**src/rtl/combo_lock_pkg.sv**
```systemverilog
// combo_lock_pkg: shared types and width helpers for the sequential combination lock.
//   state_t        - lock FSM states
//   cnt_w()        - bits needed to index/hold values 0..n-1 (minimum 1)
//   DEF_*          - default parameter values used by the top and the interface
//   *_W, code_t    - widths and code storage type for the default configuration
package combo_lock_pkg;

   typedef enum logic [2:0] {
      IDLE,
      ENTRY,
      OPEN,
      PROGRAM,
      LOCKOUT
   } state_t;

   function automatic int cnt_w(input int n);
      return (n < 2) ? 1 : $clog2(n);
   endfunction

   localparam int DEF_DIGIT_W        = 3;
   localparam int DEF_NUM_DIGITS     = 4;
   localparam int DEF_MAX_FAIL       = 3;
   localparam int DEF_LOCKOUT_CYCLES = 16;
   localparam int DEF_RELOCK_CYCLES  = 64;

   localparam int PROGRESS_W = cnt_w(DEF_NUM_DIGITS + 1);
   localparam int FAIL_W     = cnt_w(DEF_MAX_FAIL + 1);
   localparam int TIMER_W    = cnt_w(DEF_LOCKOUT_CYCLES);

   typedef logic [DEF_DIGIT_W-1:0] code_t [DEF_NUM_DIGITS];

endpackage

```
**src/rtl/combo_lock_seq_if.sv**
```systemverilog
// combo_lock_seq_if: user-side bus of the combination lock.
//   digit_in/digit_valid - strobed digit entry
//   clear                - abort entry / relock / abort programming
//   prog_en              - request program mode (honoured only while open)
//   unlocked/entering/lockout - status flags
//   progress             - digits accepted in the current sequence
//   fail_cnt             - consecutive failed attempts
// master drives the requests (switch/strobe decode), slave is the lock.
interface combo_lock_seq_if
   import combo_lock_pkg::*;
#(
   parameter int DIGIT_W    = DEF_DIGIT_W,
   parameter int NUM_DIGITS = DEF_NUM_DIGITS,
   parameter int MAX_FAIL   = DEF_MAX_FAIL
) ();

   logic [DIGIT_W-1:0]                   digit_in;
   logic                                 digit_valid;
   logic                                 clear;
   logic                                 prog_en;
   logic                                 unlocked;
   logic                                 entering;
   logic                                 lockout;
   logic [cnt_w(NUM_DIGITS + 1)-1:0]     progress;
   logic [cnt_w(MAX_FAIL + 1)-1:0]       fail_cnt;

   modport master (
      output digit_in, digit_valid, clear, prog_en,
      input  unlocked, entering, lockout, progress, fail_cnt
   );

   modport slave (
      input  digit_in, digit_valid, clear, prog_en,
      output unlocked, entering, lockout, progress, fail_cnt
   );

endinterface

```
**src/rtl/combo_lock_timer.sv**
```systemverilog
// combo_lock_timer: loadable down-counter that stops at zero.
//   clk, rst  - clock, synchronous active-high reset (count -> 0)
//   load      - load load_val (wins over en)
//   en        - decrement while non-zero
//   zero      - count is zero
module combo_lock_timer #(
   parameter int W = 4
) (
   input  logic         clk,
   input  logic         rst,
   input  logic         load,
   input  logic [W-1:0] load_val,
   input  logic         en,
   output logic         zero
);

   logic [W-1:0] count;

   always_ff @(posedge clk) begin
      if (rst) begin
         count <= '0;
      end else if (load) begin
         count <= load_val;
      end else if (en && (count != '0)) begin
         count <= count - 1'b1;
      end
   end

   assign zero = (count == '0);

endmodule

```
**src/rtl/combo_lock_seq.sv**
```systemverilog
// combo_lock_seq: parametrised sequential combination lock with failure
// counting, timed lockout and in-place code programming.
//   clk, rst - single clock, synchronous active-high reset
//   bus      - combo_lock_seq_if.slave (digit entry, clear, prog_en, status)
// Optional feature: define COMBO_LOCK_AUTO_RELOCK_EN to return from OPEN to
// IDLE after RELOCK_CYCLES cycles without digit_valid/prog_en activity.
module combo_lock_seq
   import combo_lock_pkg::*;
#(
   parameter int DIGIT_W        = DEF_DIGIT_W,
   parameter int NUM_DIGITS     = DEF_NUM_DIGITS,
   parameter int MAX_FAIL       = DEF_MAX_FAIL,
   parameter int LOCKOUT_CYCLES = DEF_LOCKOUT_CYCLES,
   parameter int RELOCK_CYCLES  = DEF_RELOCK_CYCLES
) (
   input logic              clk,
   input logic              rst,
   combo_lock_seq_if.slave  bus
);

   localparam int PW = cnt_w(NUM_DIGITS + 1);
   localparam int FW = cnt_w(MAX_FAIL + 1);
   localparam int IW = cnt_w(NUM_DIGITS);
   localparam int LW = cnt_w(LOCKOUT_CYCLES);

   if (MAX_FAIL < 1 || LOCKOUT_CYCLES < 1 || RELOCK_CYCLES < 1) begin : g_param_check
      $error("combo_lock_seq: MAX_FAIL, LOCKOUT_CYCLES and RELOCK_CYCLES must be >= 1");
   end

   state_t             state;
   logic [DIGIT_W-1:0] code   [NUM_DIGITS];
   logic [DIGIT_W-1:0] shadow [NUM_DIGITS];
   logic [PW-1:0]      progress;
   logic [FW-1:0]      fail_cnt;
   logic               match;
   logic               unlocked;
   logic               entering;
   logic               lockout;

   logic [IW-1:0]      idx;
   logic               accept;
   logic               last;
   logic               match_now;
   logic               fail_last;
   logic               lock_load;
   logic               lock_zero;
   logic               relock_zero;

   // IDLE behaves as ENTRY with progress 0 and a fresh (true) match flag.
   always_comb begin
      idx       = progress[IW-1:0];
      accept    = bus.digit_valid && !bus.clear && (state == IDLE || state == ENTRY);
      last      = (int'(progress) == NUM_DIGITS - 1);
      match_now = ((state == IDLE) || match) && (bus.digit_in == code[idx]);
      fail_last = (int'(fail_cnt) + 1 >= MAX_FAIL);
      lock_load = accept && last && !match_now && fail_last;
   end

   combo_lock_timer #(.W(LW)) u_lock_timer (
      .clk      (clk),
      .rst      (rst),
      .load     (lock_load),
      .load_val (LW'(LOCKOUT_CYCLES - 1)),
      .en       (state == LOCKOUT),
      .zero     (lock_zero)
   );

`ifdef COMBO_LOCK_AUTO_RELOCK_EN
   localparam int RW = cnt_w(RELOCK_CYCLES);
   logic relock_load;

   // Reload on every way into OPEN and on activity while OPEN; the counter
   // only runs in OPEN, so it stays frozen throughout PROGRAM.
   always_comb begin
      relock_load = (accept && last && match_now)
                 || (state == PROGRAM && (bus.clear || (bus.digit_valid && last)))
                 || (state == OPEN && !bus.clear && (bus.digit_valid || bus.prog_en));
   end

   combo_lock_timer #(.W(RW)) u_relock_timer (
      .clk      (clk),
      .rst      (rst),
      .load     (relock_load),
      .load_val (RW'(RELOCK_CYCLES - 1)),
      .en       (state == OPEN),
      .zero     (relock_zero)
   );
`else
   assign relock_zero = 1'b0;
`endif

   always_ff @(posedge clk) begin
      if (rst) begin
         state    <= IDLE;
         progress <= '0;
         fail_cnt <= '0;
         match    <= 1'b0;
         unlocked <= 1'b0;
         entering <= 1'b0;
         lockout  <= 1'b0;
         for (int i = 0; i < NUM_DIGITS; i++) begin
            code[i]   <= '0;
            shadow[i] <= '0;
         end
      end else begin
         case (state)
            IDLE, ENTRY: begin
               if (bus.clear && state == ENTRY) begin
                  // Abort is not a failure: fail_cnt is left alone.
                  state    <= IDLE;
                  progress <= '0;
                  entering <= 1'b0;
               end else if (accept) begin
                  match <= match_now;
                  if (last) begin
                     progress <= '0;
                     entering <= 1'b0;
                     if (match_now) begin
                        state    <= OPEN;
                        unlocked <= 1'b1;
                        fail_cnt <= '0;
                     end else if (fail_last) begin
                        state   <= LOCKOUT;
                        lockout <= 1'b1;
                     end else begin
                        state    <= IDLE;
                        fail_cnt <= fail_cnt + 1'b1;
                     end
                  end else begin
                     state    <= ENTRY;
                     entering <= 1'b1;
                     progress <= progress + 1'b1;
                  end
               end
            end
            OPEN: begin
               if (bus.clear) begin
                  state    <= IDLE;
                  unlocked <= 1'b0;
               end else if (bus.prog_en) begin
                  state    <= PROGRAM;
                  progress <= '0;
               end else if (relock_zero && !bus.digit_valid) begin
                  state    <= IDLE;
                  unlocked <= 1'b0;
               end
            end
            PROGRAM: begin
               if (bus.clear) begin
                  state    <= OPEN;
                  progress <= '0;
               end else if (bus.digit_valid) begin
                  shadow[idx] <= bus.digit_in;
                  if (last) begin
                     // The final digit bypasses the shadow so the whole code
                     // commits on the edge that samples it.
                     for (int i = 0; i < NUM_DIGITS; i++) begin
                        code[i] <= (i == int'(idx)) ? bus.digit_in : shadow[i];
                     end
                     state    <= OPEN;
                     progress <= '0;
                  end else begin
                     progress <= progress + 1'b1;
                  end
               end
            end
            LOCKOUT: begin
               if (lock_zero) begin
                  state    <= IDLE;
                  lockout  <= 1'b0;
                  fail_cnt <= '0;
               end
            end
            default: begin
               state    <= IDLE;
               progress <= '0;
               unlocked <= 1'b0;
               entering <= 1'b0;
               lockout  <= 1'b0;
            end
         endcase
      end
   end

   assign bus.unlocked = unlocked;
   assign bus.entering = entering;
   assign bus.lockout  = lockout;
   assign bus.progress = progress;
   assign bus.fail_cnt = fail_cnt;

endmodule

```
**src/flat_wrapper.sv**
```systemverilog
// flat-port wrapper written by rule: the top's interface ports become plain ports
module combo_lock_seq_flat import combo_lock_pkg::*;
#(
   parameter int DIGIT_W        = DEF_DIGIT_W,
   parameter int NUM_DIGITS     = DEF_NUM_DIGITS,
   parameter int MAX_FAIL       = DEF_MAX_FAIL,
   parameter int LOCKOUT_CYCLES = DEF_LOCKOUT_CYCLES,
   parameter int RELOCK_CYCLES  = DEF_RELOCK_CYCLES
)
  (clk, rst, bus_digit_in, bus_digit_valid, bus_clear, bus_prog_en, bus_unlocked, bus_entering, bus_lockout, bus_progress, bus_fail_cnt);
  combo_lock_seq_if #(.DIGIT_W(DIGIT_W), .NUM_DIGITS(NUM_DIGITS), .MAX_FAIL(MAX_FAIL)) bus_i ();
  input logic clk;
  input logic rst;
  input wire logic [$bits(bus_i.digit_in)-1:0] bus_digit_in;
  input wire logic [$bits(bus_i.digit_valid)-1:0] bus_digit_valid;
  input wire logic [$bits(bus_i.clear)-1:0] bus_clear;
  input wire logic [$bits(bus_i.prog_en)-1:0] bus_prog_en;
  output wire logic [$bits(bus_i.unlocked)-1:0] bus_unlocked;
  output wire logic [$bits(bus_i.entering)-1:0] bus_entering;
  output wire logic [$bits(bus_i.lockout)-1:0] bus_lockout;
  output wire logic [$bits(bus_i.progress)-1:0] bus_progress;
  output wire logic [$bits(bus_i.fail_cnt)-1:0] bus_fail_cnt;
  assign bus_i.digit_in = bus_digit_in;
  assign bus_i.digit_valid = bus_digit_valid;
  assign bus_i.clear = bus_clear;
  assign bus_i.prog_en = bus_prog_en;
  assign bus_unlocked = bus_i.unlocked;
  assign bus_entering = bus_i.entering;
  assign bus_lockout = bus_i.lockout;
  assign bus_progress = bus_i.progress;
  assign bus_fail_cnt = bus_i.fail_cnt;
  combo_lock_seq #(.DIGIT_W(DIGIT_W), .NUM_DIGITS(NUM_DIGITS), .MAX_FAIL(MAX_FAIL), .LOCKOUT_CYCLES(LOCKOUT_CYCLES), .RELOCK_CYCLES(RELOCK_CYCLES)) u_core (.clk(clk), .rst(rst), .bus(bus_i));
endmodule
```
**config.mk**
```make
export PLATFORM = sky130hd
export DESIGN_NAME = combo_lock_seq_flat
export DESIGN_NICKNAME = d
export VERILOG_FILES = /design/src/rtl/combo_lock_pkg.sv /design/src/rtl/combo_lock_seq_if.sv /design/src/rtl/combo_lock_timer.sv /design/src/rtl/combo_lock_seq.sv /design/src/flat_wrapper.sv
export SDC_FILE = /design/constraint.sdc
export NUM_CORES = 1
export LEC_CHECK = 0
export ABC_AREA = 1
export BUFFER_PORTS_ARGS = -buffer_cell sky130_fd_sc_hd__buf_2
export CELL_PAD_IN_SITES_DETAIL_PLACEMENT = 2
export CELL_PAD_IN_SITES_GLOBAL_PLACEMENT = 2
export CORE_ASPECT_RATIO = 0.5
export CORE_MARGIN = 5
export CORE_UTILIZATION = 32
export DETAILED_ROUTE_END_ITERATION = 6
export GPL_TIMING_DRIVEN = 0
export PLACE_DENSITY_LB_ADDON = 0.1
export SLEW_MARGIN = 20
export SYNTH_ARGS = -nofsm -noshare
export SYNTH_HDL_FRONTEND = slang
export SYNTH_SLANG_ARGS = --single-unit
```
**constraint.sdc**
```tcl
create_clock -name clk -period 2.15 [get_ports clk]
set_clock_uncertainty 0.1 [all_clocks]
set_input_delay 0.1075 -clock clk [delete_from_list [all_inputs] [get_ports clk]]
set_output_delay 0.1075 -clock clk [all_outputs]
set_load 0.03 [all_outputs]
```
==> results_dict.tcl <==
set metrics [dict create \
    status "finished, final reports clean" \
    antenna_found_initial 0 \
    relSlewSlack 0.626 \
    reg2reg_slack_ps 210 \
    rows 21 \
    clockBufferDepth 2 \
    mostFrequentLayoutCell "nand2_1" \
    synth_edf_count 24 \
    postCtsSetupRepairBufs 0 \
    synth_area_leaders "edfxtp_1 33%, dfxtp_1 17%, nand2_1 12%" \
    pwr-share-seq 0.481 \
    grtUsageMet2 0.297 \
    cp.arrival_ps 2020 \
    post-dp-hpwl_um 4950 \
    synth_top_area_frac 0.330 \
    synth.distinct_cells 28 \
    reg2reg_from "u_core.bus.progress[0]$_SDFFE_PP0N_" \
    rr_endpoint "u_core.bus.fail_cnt[0]$_SDFFE_PP0P_" \
    clk_latency_ps 290 \
    final_cell_mix "72 x nand2_1, 34 x inv_1, 30 x nor2_1" \
    synth_cells 270 \
    ctsHoldBuffers 0 \
    p_sw_w 0.000506 \
    path_max_fanout 7 \
    io_pins 16 \
    vias_per_cell 4.84 \
    place.port_buffers 15 \
    clockPowerShare 0.398 \
    hold_violations 0 \
    cp-end-kind "flop" \
    yosysWarnings 0 \
    drt-initial-drc-count 54 \
    hp-class "input pin to flop" \
    cts_tree "done" \
    worstPathRequired_ps 2230 \
    syn_area_per_cell_um2 8.09 \
    numCtsBuffers 5 \
    crit_type "flop to flop" \
    synth_nets 285 \
    start_kind "flop" \
    dr_total_vias 1863 \
    async_flop_share 0 \
    grt_max_degree 14 \
    period_share 0.901 \
    post_drt_wl_per_cell_um 16.5 \
    synth.yosys.seq_area_share 0.495 \
    antenna_cells 0 \
    grt_setup_unrepaired "false" \
    setup_viol 0 \
    tightest_slew_ps 557 \
    grt.total_usage 0.158 \
    initial_core_util 0.328 \
    finalPower_w 0.00188 \
    yosys.area.top_type "edfxtp_1" \
    htreeDepth 2 \
    globalplace.congestion 0.773 \
    use_met3 0.0366 \
    p_int_w 0.00138 \
    nets 307 \
    syn_area_um2 2180 \
    startpoint "u_core.bus.progress[0]$_SDFFE_PP0N_" \
    ir_worst_vdd_mv 0.284 \
    core_um2 6650 \
    die_x_um 127 \
    dpl-instance-area_um2 2380 \
    crit_end "u_core.bus.fail_cnt[0]$_SDFFE_PP0P_" \
    busiest_layer "met2" \
    path_clk_slew_ps 60 \
    p_per_area_nw_per_um2 740 \
    p_sw_frac 0.269 \
    dieArea_um2 8680 \
    p_comb_frac 0.122 \
    max_cap_violations 0 \
    grt_overflow 0 \
    syn2layout_area_growth_pct 16.4 \
    ant_nets 0 \
    drc_errors 0 \
    final_layout_size_suffix_gt1_frac 0.157 \
    grt.met1_usage 0.187 \
    synth_ff_type "edfxtp_1" \
    cts_root_buf "clkbuf_16" \
    die_h_um 68.4 \
    rr_worst_depth 10 \
    grt_pass1_wl_um 10400 \
    p_leak_nw 1.07 \
    maxSlewViolCount 0 \
    cts_sinks 42 \
    yosys_register_bits 42 \
    finalInstanceArea_um2 2540 \
    firstDrtPassIters 4 \
    routed_wl_um 6360 \
    clock.fmax_mhz 516 \
    grt_pass1_vias 2100 \
    cts_resized 5 \
    period_minus_slack_ps 1940 \
]
cell usage after synthesis (2+ instances only):
| library cell | count |
|---|---|
| xor2_1 | 2 |
| nand2_1 | 72 |
| dfxtp_1 | 18 |
| clkbuf_1 | 2 |
| a21oi_1 | 27 |
| nand4_1 | 2 |
| inv_2 | 3 |
| nand3_2 | 2 |
| nor2_2 | 2 |
| nand3_1 | 16 |
| nor2_1 | 33 |
| nor3_1 | 4 |
| ha_1 | 7 |
| nand2_2 | 3 |
| inv_1 | 34 |
| o21ai_0 | 7 |
| edfxtp_1 | 24 |
| o21bai_1 | 2 |
how the worst min path moves through the flow:
stage | depth (start not counted) | endpoint | start | slack (ps)
2_1_floorplan | 3 | u_core.match$_SDFFE_PP0P_ | rst | 200
3_3_place_gp | 4 | u_core.match$_SDFFE_PP0P_ | rst | 330
3_5_place_dp | 4 | u_core.match$_SDFFE_PP0P_ | rst | 350
4_1_cts | 4 | u_core.match$_SDFFE_PP0P_ | rst | 40
5_1_grt | 4 | u_core.match$_SDFFE_PP0P_ | rst | 60
6_report | 4 | u_core.match$_SDFFE_PP0P_ | rst | 40
cells by family (layout without fill, tap and decap cells):
logic type      count (synthesis)  after routing  share of synthesized area
fa+ha+maj                       7              7                     0.0401
simple gates                  137            137                      0.269
xor+xnor                        2              2                    0.00802
buf+inv                        40             63                     0.0705
flops                          42             42                      0.495
compound gates                 42             42                      0.117
layout make-up:
class / instances / area (um^2)
multi-input cells: 188 / 970
inverters: 37 / 139
fillers: 769 / 4110
clock inverters: 2 / 13.8
flip-flops and latches: 42 / 1080
repair buffers: 15 / 75.1
well taps: 92 / 115
plain buffers: 3 / 16.3
clock buffers: 6 / 129
critical path, cell delays in order, from the launching register on:
cell and delay [ps]:
dfxtp_2 410, ha_2 240, inv_2 80, nor2_2 140, inv_1 140, nor2_2 130, nor2_1 90, nor2_2 170
nand3_2 130, o21bai_1 140, nor2_1 50
power by group through the flow:
stage / combinational, W / clock, W / sequential [W]
2_1_floorplan: 0.000141 / 0 / 0.000925
3_3_place_gp: 0.000217 / 0 / 0.000919
3_5_place_dp: 0.000230 / 0 / 0.000922
4_1_cts: 0.000233 / 0.000774 / 0.000905
5_1_grt: 0.000257 / 0.000805 / 0.000910
6_report: 0.000229 / 0.000748 / 0.000905
per-layer routing:
layer / wire [um] / share of wire
met1: 3020 / 0.47
met3: 152 / 0.024
met4: 52 / 0.0082
met2: 3140 / 0.49
met5: 0 / 0
state kept, by name (all words and copies together), names as in the netlist, named ones only:
name and cells:
u_core.bus.fail_cnt 2, u_core.bus.lockout 1, u_core.code 12, u_core.state 3, u_core.u_lock_timer.count 4, u_core.bus.progress 3
u_core.match 1, u_core.bus.entering 1, u_core.bus.unlocked 1, u_core.shadow 12
per-stage QoR:
stage	utilization	cells	worst slack, ps	hold slack [ps]	setup TNS, ps
4_1_cts	0.381	385	72.8	43.9	0
6_report	0.382	385	214	43.4	0
3_5_place_dp	0.358	377	-152	347	-2650
5_1_grt	0.382	385	18.9	60.8	0
2_1_floorplan	-	270	108	197	0
3_3_place_gp	0.358	377	-105	334	-1670
No activity file was read; power rests on OpenSTA's default activity.
